**config.mk**
```make
export PLATFORM = sky130hd
export DESIGN_NAME = aes_round_sequencer
export DESIGN_NICKNAME = d
export VERILOG_FILES = /design/src/rtl/aes_round_sequencer.sv
export SDC_FILE = /design/constraint.sdc
export NUM_CORES = 1
export LEC_CHECK = 0
export CORE_AREA = 2 2 359 361
export CTS_CLUSTER_SIZE = 25
export DETAILED_ROUTE_END_ITERATION = 6
export DIE_AREA = 0 0 361 363
export PLACE_DENSITY_LB_ADDON = 0.05
export SKIP_CTS_REPAIR_TIMING = 1
export SLEW_MARGIN = 30
export SYNTH_ARGS = -nofsm -noshare
export SYNTH_HDL_FRONTEND = slang
export SYNTH_SLANG_ARGS = --single-unit
```
**constraint.sdc**
```tcl
create_clock -name clk -period 12.85 [get_ports clk]
set_clock_uncertainty 0.2 [all_clocks]
set_input_delay 2.57 -clock clk [delete_from_list [all_inputs] [get_ports clk]]
set_output_delay 2.57 -clock clk [all_outputs]
set_load 0.01 [all_outputs]
```
**src/rtl/aes_round_sequencer.sv**
```systemverilog
// -----------------------------------------------------------------------------
// aes_round_sequencer
//
// Round-level controller for the AES-128 encryption datapath. Accepts one
// 128-bit plaintext block, then walks the AES-128 round schedule by issuing
// start pulses to the external subbytes, shiftrows, mixcolumns and
// addroundkey units and waiting for their finish strobes. The working state is
// held here between operations and the finished ciphertext is presented with a
// valid/ready handshake.
//
// Schedule: round 0 = ARK; rounds 1..9 = SB, SR, MC, ARK; round 10 = SB, SR,
// ARK (40 unit operations). Each operation costs ISSUE + WAIT + NEXT.
//
// Ports:
//   clk, rst                      clock (rising edge), async active-high reset
//   in_valid / in_ready           plaintext handshake (in_ready only in IDLE)
//   plaintext[127:0]              input block, byte 0 in bits [127:120]
//   unit_state[127:0]             working state, fanned out to every unit
//   roundnumber[3:0]              current round (0..10) for addroundkey
//   *_start / *_finish            per-unit one-cycle start, completion strobe
//   *_result[127:0]               per-unit result
//   out_valid / out_ready         ciphertext handshake
//   ciphertext[127:0]             finished block (mirrors unit_state)
//   busy                          high in ISSUE, WAIT and NEXT
//   error                         sticky watchdog flag, cleared only by rst
//
// Parameter TIMEOUT: number of WAIT cycles tolerated for one unit; when the
// selected unit has not finished after TIMEOUT WAIT cycles the block locks in
// ERR (8-bit watchdog, so 1..255).
// -----------------------------------------------------------------------------
module aes_round_sequencer #(
  parameter int TIMEOUT = 255
) (
  input  logic         clk,
  input  logic         rst,
  input  logic         in_valid,
  output logic         in_ready,
  input  logic [127:0] plaintext,
  output logic [127:0] unit_state,
  output logic [3:0]   roundnumber,
  output logic         sb_start,
  output logic         sr_start,
  output logic         mc_start,
  output logic         ark_start,
  input  logic         sb_finish,
  input  logic         sr_finish,
  input  logic         mc_finish,
  input  logic         ark_finish,
  input  logic [127:0] sb_result,
  input  logic [127:0] sr_result,
  input  logic [127:0] mc_result,
  input  logic [127:0] ark_result,
  output logic         out_valid,
  input  logic         out_ready,
  output logic [127:0] ciphertext,
  output logic         busy,
  output logic         error
);

  typedef enum logic [2:0] {
    ST_IDLE  = 3'd0,
    ST_ISSUE = 3'd1,
    ST_WAIT  = 3'd2,
    ST_NEXT  = 3'd3,
    ST_DONE  = 3'd4,
    ST_ERR   = 3'd5
  } state_t;

  typedef enum logic [1:0] {
    OP_SB  = 2'd0,
    OP_SR  = 2'd1,
    OP_MC  = 2'd2,
    OP_ARK = 2'd3
  } op_t;

  localparam logic [3:0] LAST_ROUND = 4'd10;
  // Watchdog value seen in the last tolerated WAIT cycle.
  localparam logic [7:0] WD_LAST    = 8'(TIMEOUT - 1);

  state_t       state_r, state_s;
  op_t          op_r, op_s;
  logic [3:0]   round_r, round_s;
  logic [7:0]   wd_r, wd_s;
  logic [127:0] work_r, work_s;

  logic         sel_finish_s;
  logic [127:0] sel_result_s;

  logic         in_ready_r;
  logic         out_valid_r;
  logic         busy_r;
  logic         error_r;
  logic         sb_start_r, sr_start_r, mc_start_r, ark_start_r;

  // Route finish/result of the unit selected by op; the others are ignored.
  always_comb begin
    sel_finish_s = 1'b0;
    sel_result_s = 128'd0;
    case (op_r)
      OP_SB:   begin sel_finish_s = sb_finish;  sel_result_s = sb_result;  end
      OP_SR:   begin sel_finish_s = sr_finish;  sel_result_s = sr_result;  end
      OP_MC:   begin sel_finish_s = mc_finish;  sel_result_s = mc_result;  end
      OP_ARK:  begin sel_finish_s = ark_finish; sel_result_s = ark_result; end
      default: begin sel_finish_s = 1'b0;       sel_result_s = 128'd0;     end
    endcase
  end

  // Next-state, next-op, round, watchdog and working-state logic.
  always_comb begin
    state_s = state_r;
    op_s    = op_r;
    round_s = round_r;
    wd_s    = wd_r;
    work_s  = work_r;
    case (state_r)
      ST_IDLE: begin
        if (in_valid) begin
          work_s  = plaintext;
          round_s = 4'd0;
          op_s    = OP_ARK;
          state_s = ST_ISSUE;
        end else begin
          state_s = ST_IDLE;
        end
      end
      ST_ISSUE: begin
        wd_s    = 8'd0;
        state_s = ST_WAIT;
      end
      ST_WAIT: begin
        if (sel_finish_s) begin
          work_s  = sel_result_s;
          state_s = ST_NEXT;
        end else begin
          wd_s = wd_r + 8'd1;
          if (wd_r == WD_LAST) begin
            state_s = ST_ERR;
          end else begin
            state_s = ST_WAIT;
          end
        end
      end
      ST_NEXT: begin
        state_s = ST_ISSUE;
        case (op_r)
          OP_ARK: begin
            if (round_r == LAST_ROUND) begin
              state_s = ST_DONE;
            end else begin
              round_s = round_r + 4'd1;
              op_s    = OP_SB;
            end
          end
          OP_SB:   op_s = OP_SR;
          // The final round skips mixcolumns.
          OP_SR:   op_s = (round_r == LAST_ROUND) ? OP_ARK : OP_MC;
          OP_MC:   op_s = OP_ARK;
          default: state_s = ST_ERR;
        endcase
      end
      ST_DONE: begin
        if (out_ready) begin
          state_s = ST_IDLE;
        end else begin
          state_s = ST_DONE;
        end
      end
      ST_ERR: begin
        state_s = ST_ERR;
      end
      default: begin
        state_s = ST_ERR;
      end
    endcase
  end

  // Core sequencer registers.
  always_ff @(posedge clk or posedge rst) begin
    if (rst) begin
      state_r <= ST_IDLE;
      op_r    <= OP_ARK;
      round_r <= 4'd0;
      wd_r    <= 8'd0;
      work_r  <= 128'd0;
    end else begin
      state_r <= state_s;
      op_r    <= op_s;
      round_r <= round_s;
      wd_r    <= wd_s;
      work_r  <= work_s;
    end
  end

  // Output flags decoded from the next state so they line up with the state.
  always_ff @(posedge clk or posedge rst) begin
    if (rst) begin
      in_ready_r  <= 1'b1;
      out_valid_r <= 1'b0;
      busy_r      <= 1'b0;
      error_r     <= 1'b0;
      sb_start_r  <= 1'b0;
      sr_start_r  <= 1'b0;
      mc_start_r  <= 1'b0;
      ark_start_r <= 1'b0;
    end else begin
      in_ready_r  <= (state_s == ST_IDLE);
      out_valid_r <= (state_s == ST_DONE);
      busy_r      <= (state_s == ST_ISSUE) || (state_s == ST_WAIT) || (state_s == ST_NEXT);
      error_r     <= (state_s == ST_ERR);
      sb_start_r  <= (state_s == ST_ISSUE) && (op_s == OP_SB);
      sr_start_r  <= (state_s == ST_ISSUE) && (op_s == OP_SR);
      mc_start_r  <= (state_s == ST_ISSUE) && (op_s == OP_MC);
      ark_start_r <= (state_s == ST_ISSUE) && (op_s == OP_ARK);
    end
  end

  assign in_ready    = in_ready_r;
  assign out_valid   = out_valid_r;
  assign busy        = busy_r;
  assign error       = error_r;
  assign sb_start    = sb_start_r;
  assign sr_start    = sr_start_r;
  assign mc_start    = mc_start_r;
  assign ark_start   = ark_start_r;
  assign unit_state  = work_r;
  assign ciphertext  = work_r;
  assign roundnumber = round_r;

endmodule

```
# == Yosys cells after proc, flatten, opt, wreduce, memory -nomap -nowiden ==
# Cells that the tools add are included.
# op_classes
n_addsub,2
n_mux,23
n_eq_ne,22
n_reduce_logical,16
# op_table
op,n
case mux 128 bit (4 select lines),1
two-way mux 128 bit,2
case mux 128 bit (2 select lines),1
case mux 8 bit (2 select lines),1
two-way mux 3 bit,5
case mux 3 bit (5 select lines),1
"== test 3 x 2 -> 1 bit, second input constant",4
two-way mux 4 bit,3
"!= test 2 bit, second input constant",5
"== test 3 bit, second input constant",3
"adder 8 x 1 -> 8 bit, second input constant",1
"== test 2 bit, second input constant",4
"== test 8 bit, second input constant",1
two-way mux 8 bit,1
case mux 2 bit (4 select lines),1
case mux 4 bit (2 select lines),1
"== test 3 x 1 -> 1 bit, second input constant",2
zero test 3 bit,2
nonzero test 2 bit,3
"adder 4 x 1 -> 4 bit, second input constant",1
"== test 2 x 1 -> 1 bit, second input constant",2
"== test 4 bit, second input constant",1
logical AND 1 bit,4
zero test 2 bit,2
other kinds (8),11
# word_totals
out_inout_bits,268
ff_bits,153
inputBits,648

# == Longest topological paths before layout ==
# Gate-level depths: netlist of the first run.
# depth
ltp_word,7
mapped_depth,9
depth_no_buf,6

# == Least setup slack after synthesis of the first run ==
# Ideal clock, no wire load.
# synth_path
path_kind,input-to-reg
start,input sr_finish
end,register work_r[0] (netlist: ciphertext[0])
t_arrival_ps,3833
slack_ps,8692
cell_stages,6
cell_sequence,a22oi_1 -> a22oi_1 -> a21oi_1 -> buf_2 -> buf_2 -> mux2_2
# synth_via
elab_chain_len,3
# synth_lines
element,line,source
start: declaration,46,"input logic sr_finish,"
case mux 1 bit (4 select lines),99,case (op_r)
!= test 2 bit (no source line),--,
AND reduction 3 bit (no source line),--,
end signal: assignment,190,work_r <= work_s;
end: declaration,84,"logic [127:0] work_r, work_s;"
# No other way between the ends.
# A chain may end at the register's enable or synchronous reset.

# == Final worst setup path of the first run ==
# layout_path
start,input sr_finish
end,register work_r[51] (netlist: ciphertext[51])
# Same word-level chain as after synthesis.

==> results of run 1 <==
## routing by layer
metal,wire (um),vias up,track usage (%)
li1,-,6330,-
met4,1180,30,3.05
met5,183,-,0
met2,48400,481,24.8
met1,33200,6575,13.9
met3,6380,80,4.40
## cells in the final DEF, fill, tap and decap left out, types with 4 or more instances in the layout
cell type,n
clkdlybuf4s50_1,915
a21oi_1,267
dfrtp_1,150
nand2_1,139
inv_1,136
a22o_1,131
a22oi_1,130
mux2_2,128
clkbuf_16,17
diode_2,13
buf_4,13
o21ai_0,10
nor2_1,9
nand3_1,6
ha_1,6
and3b_1,5
inv_6,5
nand3b_1,4
inv_8,4
ha_4,4
## where the power goes
| part | leakage (nW) | internal (mW) | switching (mW) |
|---|---|---|---|
| sequential | 1.87 | 0.720 | 0.317 |
| clock | 0.270 | 0.259 | 0.271 |
| combinational | 6.87 | 1.68 | 1.75 |
| total | 9.00 | 2.66 | 2.34 |
## registers in the layout, summed over array words and instances (netlist names)
signal	count
ciphertext	128
wd_r	8
roundnumber	4
state_r	3
op_r	2
ark_start	1
busy	1
error	1
in_ready	1
mc_start	1
out_valid	1
sb_start	1
sr_start	1
## worst max-delay path by stage
stage | start | end | slack [ps] | depth (start not counted)
floorplan | rst | ark_start$_DFF_PP0_ | 5960 | 1
global placement | sr_finish | ciphertext[54]$_DFFE_PP0P_ | 6370 | 6
detailed placement | sr_finish | ciphertext[50]$_DFFE_PP0P_ | 6500 | 6
CTS | sr_finish | ciphertext[51]$_DFFE_PP0P_ | 7070 | 6
global route | sr_finish | ciphertext[51]$_DFFE_PP0P_ | 6980 | 6
finish | sr_finish | ciphertext[51]$_DFFE_PP0P_ | 7150 | 6
## worst max-delay path, delay by kind of cell
kind            cells  cell delay [ps]
buf+inv             2             1220
mux                 1              420
compound gates      3             1520
## cell type report
type	instances	area share, %
diodes	13	0.145
clock inverters	14	0.562
inverters	137	2.32
well taps	1662	9.25
clock buffers	18	1.95
flip-flops and latches	153	17.1
repair buffers	932	41.5
multi-input cells	877	27.2
## per-stage QoR
step                total power, mW  hold slack, ps  worst slack (ps)  instances  instance area (um2)
detailed placement             4.62             330              6500       3761                21900
floorplan                      2.94             306              5960       1417                12000
finish                         5.00             342              7150       3806                22500
global route                   5.41             370              6980       3801                22500
global placement               4.61             325              6370       3760                21900
CTS                            5.20             350              7070       3793                22400
## kinds of logic after synthesis
kind of cell | share of synthesized area, %
xor+xnor | 0.219
compound gates | 30.2
mux | 12.2
fa+ha+maj | 1.04
buf+inv | 17.6
flops | 32.0
simple gates | 6.75
==> run_results.csv, run 1 <==
group,metric,value,unit
grt,grt_max_degree,147,
power_and_ir_drop,leakage,9.00,nW
timing,finalMaxSlewViolations,0,
logic_synthesis,async_flop_share,100,%
routing,vias,13496,
cells_and_area,drive_above_1_share,8.96,%
die,die_w,361,um
min_path,holdPathEnd,"ciphertext[69]$_DFFE_PP0P_",
timing,tightestPinTransition,914,ps
routing,drc,0,
logic_synthesis,syn_area,0.0120,mm2
grt,grt.total_usage,13.1,%
grt,grt_overflow,0,
min_path,min-delay-start,"ciphertext[69]$_DFFE_PP0P_",
logic_synthesis,synthCells,1417,
cts,cts_sinks,153,
logic_synthesis,synth_common_cells,"a21oi_1, dfrtp_1, nand2_1",
cts,cts.htree.levels,4,
run,cap_violations,0,
logic_synthesis,ys_seq_elements,153,
timing,post-route-period-util,44.3,%
worst_setup_path,cpMostUsedCell,"a22oi_1",
worst_setup_path,start_kind,"input pin",
logic_synthesis,synth_cell_type_count,41,
cts,cts_buffer_depth,2,
routing,drt-vias-per-instance,3.55,
timing,setup_viol,0,
cells_and_area,multi_input_area,0.00611,mm2
cts,cts_buffers,17,
logic_synthesis,synth_warnings,0,
die,num_rows,131,
die,die_height,363,um
worst_setup_path,reg2reg_from,"op_r[1]$_DFF_PP1_",
cts,clk_pin_slew,80,ps
min_path,hp-class,"flop to flop",
worst_setup_path,r2r_cells,7,
worst_setup_path,crit_fanout,56,
timing,rsz0062_at_grt,"no",
worst_setup_path,worst_ep_arrival_time,5880,ps
cts,clkLatencyLatePin,510,ps
placed_design,gp_congestion,0.775,
grt,grt_pass1_vias,14541,
power_and_ir_drop,vdd_drop_max,0.000127,V
cells_and_area,area_delta_synth_final,87.6,%
worst_setup_path,rrSetupSlack,8410,ps
logic_synthesis,syn_nets,2075,
timing,fin_setup_tns,0,ps
timing,slew_headroom,39.1,%
die,start_util,9.43,%
cts,cts-root-buf,"clkbuf_16",
worst_setup_path,timing.rr.end,"ciphertext[51]$_DFFE_PP0P_",
grt,grt_pass1_wl,119000,um
worst_setup_path,crit_type,"input pin to flop",
min_path,hold_depth,1,
cells_and_area,fin_nets,2776,
logic_synthesis,synth_area_leaders,"dfrtp_1, mux2_2, a21oi_1",
cts,cts_tree,"yes",
grt,grt_antenna_before_repair,31,
placed_design,dp_hpwl,71100,um
die,ios,916,
routing,first_iter_violations,415,
timing,min_period,5700,ps
timing,final-hold-violation-count,0,
worst_setup_path,critical_path_required,13030,ps
routing,final_antenna_net_count,0,
cells_and_area,utilization,17.7,%
routing,wl,89300,um
logic_synthesis,synth.avg_cell_area,8.45,um2
die,dieArea,0.131,mm2
placed_design,io_buffers,915,
cells_and_area,fillers,14244,
logic_synthesis,synth_most_common_cell,"a21oi_1",
die,core-area,0.127,mm2
worst_setup_path,max_stage_delay,770,ps
timing,fmax,176,MHz
logic_synthesis,yosysTopAreaCell,"dfrtp_1",
status,status,"complete, no violations",
worst_setup_path,cp_cell_sequence,"clkdlybuf4s50_1 > a22oi_1 > a22oi_1 > a21oi_4 > buf_4 > mux2_2",
worst_setup_path,cp_slowest_cell,"a21oi_4",
logic_synthesis,ys_seq_area_share,32.0,%
logic_synthesis,synthFlopType,"dfrtp_1",
logic_synthesis,netlist.area_leader.share,31.3,%
power_and_ir_drop,cellPowerDensity,223,mW/mm2
logic_synthesis,synth-edff-count,0,
worst_setup_path,endpoint_kind,"flop",
cells_and_area,regArea,0.00383,mm2
routing,routedWlPerCell,23.5,um
routing,drt_first_pass_iters,6,
Note: power is estimated with default switching activity, not from simulation.
==> run 2, diff against run 1 <==
CORE_AREA = 2 2 358 360   (was 2 2 359 361)
DIE_AREA = 0 0 360 362   (was 0 0 361 363)
clock period = 5.7 ns   (was 12.85 ns; I/O delays follow)
==> run 2 against run 1 <==
Global-route usage decreased by 0.29 points. Count of clock-buffer cells in the layout unchanged. Sequential power increased by 120%. Sequential cell count unchanged. Cell count about the same. First-iteration DRC count increased by 20%. Highest routed layer unchanged.
==> run_results.csv, run 2 (same netlist as run 1, synthesis figures left out) <==
group,metric,value,unit
grt,grt_antenna_before_repair,26,
worst_setup_path,crit_start,"op_r[0]$_DFF_PP1_",
grt,grt.total_usage,12.8,%
cells_and_area,area_delta_synth_final,88.4,%
worst_setup_path,cp_cell_sequence,"inv_1 > ha_4 > buf_4 > a22oi_1 > nand2_1 > a22o_1 > mux2_2",
timing,post-route-period-util,60.1,%
cts,clk_pin_slew,70,ps
timing,fmax,292,MHz
routing,final_antenna_net_count,0,
worst_setup_path,reg2reg_from,"op_r[0]$_DFF_PP1_",
routing,routedWlPerCell,22.7,um
cells_and_area,drive_above_1_share,8.87,%
worst_setup_path,cp_top_family,"compound AO/OA/AOI/OAI gates",
cts,cts_sinks,153,
min_path,min-delay-start,"ciphertext[29]$_DFFE_PP0P_",
cts,clkLatencyLatePin,500,ps
min_path,hp-class,"flop to flop",
worst_setup_path,critical_path_required,5890,ps
worst_setup_path,max_stage_delay,880,ps
die,die_height,362,um
cts,cts_buffers,17,
power_and_ir_drop,cellPowerDensity,499,mW/mm2
timing,rsz0062_at_grt,"no",
grt,grt_pass1_vias,14304,
timing,final-hold-violation-count,0,
die,dieArea,0.130,mm2
grt,grt_pass1_wl,117000,um
timing,slew_headroom,34.8,%
power_and_ir_drop,vdd_drop_max,0.000263,V
power_and_ir_drop,leakage,9.05,nW
cts,cts.htree.levels,4,
placed_design,io_buffers,915,
status,status,"complete, no violations",
worst_setup_path,start_kind,"flop",
cts,cts_buffer_depth,2,
die,start_util,9.45,%
timing,fin_setup_tns,0,ps
power_and_ir_drop,power,11.3,mW
grt,busiest_layer,"met2",
worst_setup_path,endpoint_kind,"flop",
placed_design,gp_congestion,0.770,
grt,grt_overflow,0,
placed_design,dpl_worst_slack,2080,ps
routing,wl,86500,um
placed_design,dp_hpwl,67000,um
timing,fin_ws,2280,ps
cells_and_area,fin_cells,3805,
cells_and_area,final_cell_mix,"clkdlybuf4s50_1, a21oi_1, dfrtp_1, nand2_1, inv_1",
worst_setup_path,worst_ep_arrival_time,3610,ps
placed_design,dp.cells,3760,
run,cap_violations,0,
die,core-area,0.127,mm2
timing,min_period,3420,ps
die,ios,916,
die,num_rows,131,
cells_and_area,fin_nets,2775,
cells_and_area,largest_reg_flops,128,
cts,cts_tree,"yes",
placed_design,place_area,0.0219,mm2
routing,drt-vias-per-instance,3.53,
cells_and_area,final_cell_area,0.0226,mm2
worst_setup_path,cp_slowest_cell,"a22oi_1",
cells_and_area,mostFrequentLayoutCell,"clkdlybuf4s50_1",
routing,first_iter_violations,496,
worst_setup_path,crit_fanout,49,
routing,vias,13418,
timing,finalMaxSlewViolations,0,
grt,met3_usage,4.25,%
worst_setup_path,worst-path-buf-inv,2,
grt,use_met1,13.5,%
die,die_w,360,um
timing,setup_viol,0,
cts,cts-root-buf,"clkbuf_16",
routing,drc,0,
grt,grt_max_degree,107,
grt,use_met2,24.4,%
worst_setup_path,crit_type,"flop to flop",
timing,tightestPinTransition,979,ps
timing,hold_ws,338,ps
cells_and_area,utilization,17.8,%
routing,drt_first_pass_iters,6,
==> run 2: cell types whose count changed in the layout (fill, tap and decap cells not counted), sizes merged <==
cell / delta
buf: -1
bufinv: +2
clkinv: -2
clkinvlp: -2
inv: +2
==> run 2: path summary, 6_finish.rpt <==
kind | to | slack, ps | cells past startpoint
max | ciphertext[121]$_DFFE_PP0P_ | 2280 | 7
min | ciphertext[29]$_DFFE_PP0P_ | 340 | 1
max reg2reg | ciphertext[121]$_DFFE_PP0P_ | 2280 | 7
min reg2reg | ciphertext[29]$_DFFE_PP0P_ | 340 | 1
max in group asynchronous | ciphertext[28]$_DFFE_PP0P_ | 3260 | 3
min in group asynchronous | ciphertext[65]$_DFFE_PP0P_ | 900 | 2
==> run 2: area by class of cell <==
| cell class | count | area [um2] |
|---|---|---|
| fill | 14213 | 104000 |
| timing repair buffer | 931 | 9380 |
| multi-input combinational | 877 | 6100 |
| sequential | 153 | 3830 |
| tap | 1662 | 2080 |
| inverter | 137 | 522 |
| clock buffer | 18 | 439 |
| clock inverter | 14 | 174 |
| antenna | 13 | 32.5 |
==> run 2: routing by layer <==
layer  part of all wire, %  wire (um)
met5                  0.22        186
met4                   1.1        980
met3                   6.7       5810
met2                    55      47200
met1                    37      32300
==> run 2: worst reg2reg max path, stage by stage, from the launching register on <==
cell     delay, ps
dfstp_2        630
inv_1          160
ha_4           370
buf_4          390
a22oi_1        990
nand2_1        110
a22o_1         210
mux2_2         250
==> run 2: power breakdown <==
part	total, mW	internal, mW	switching [mW]
combinational	7.65	3.81	3.83
sequential	2.29	1.62	0.670
clock	1.32	0.678	0.644
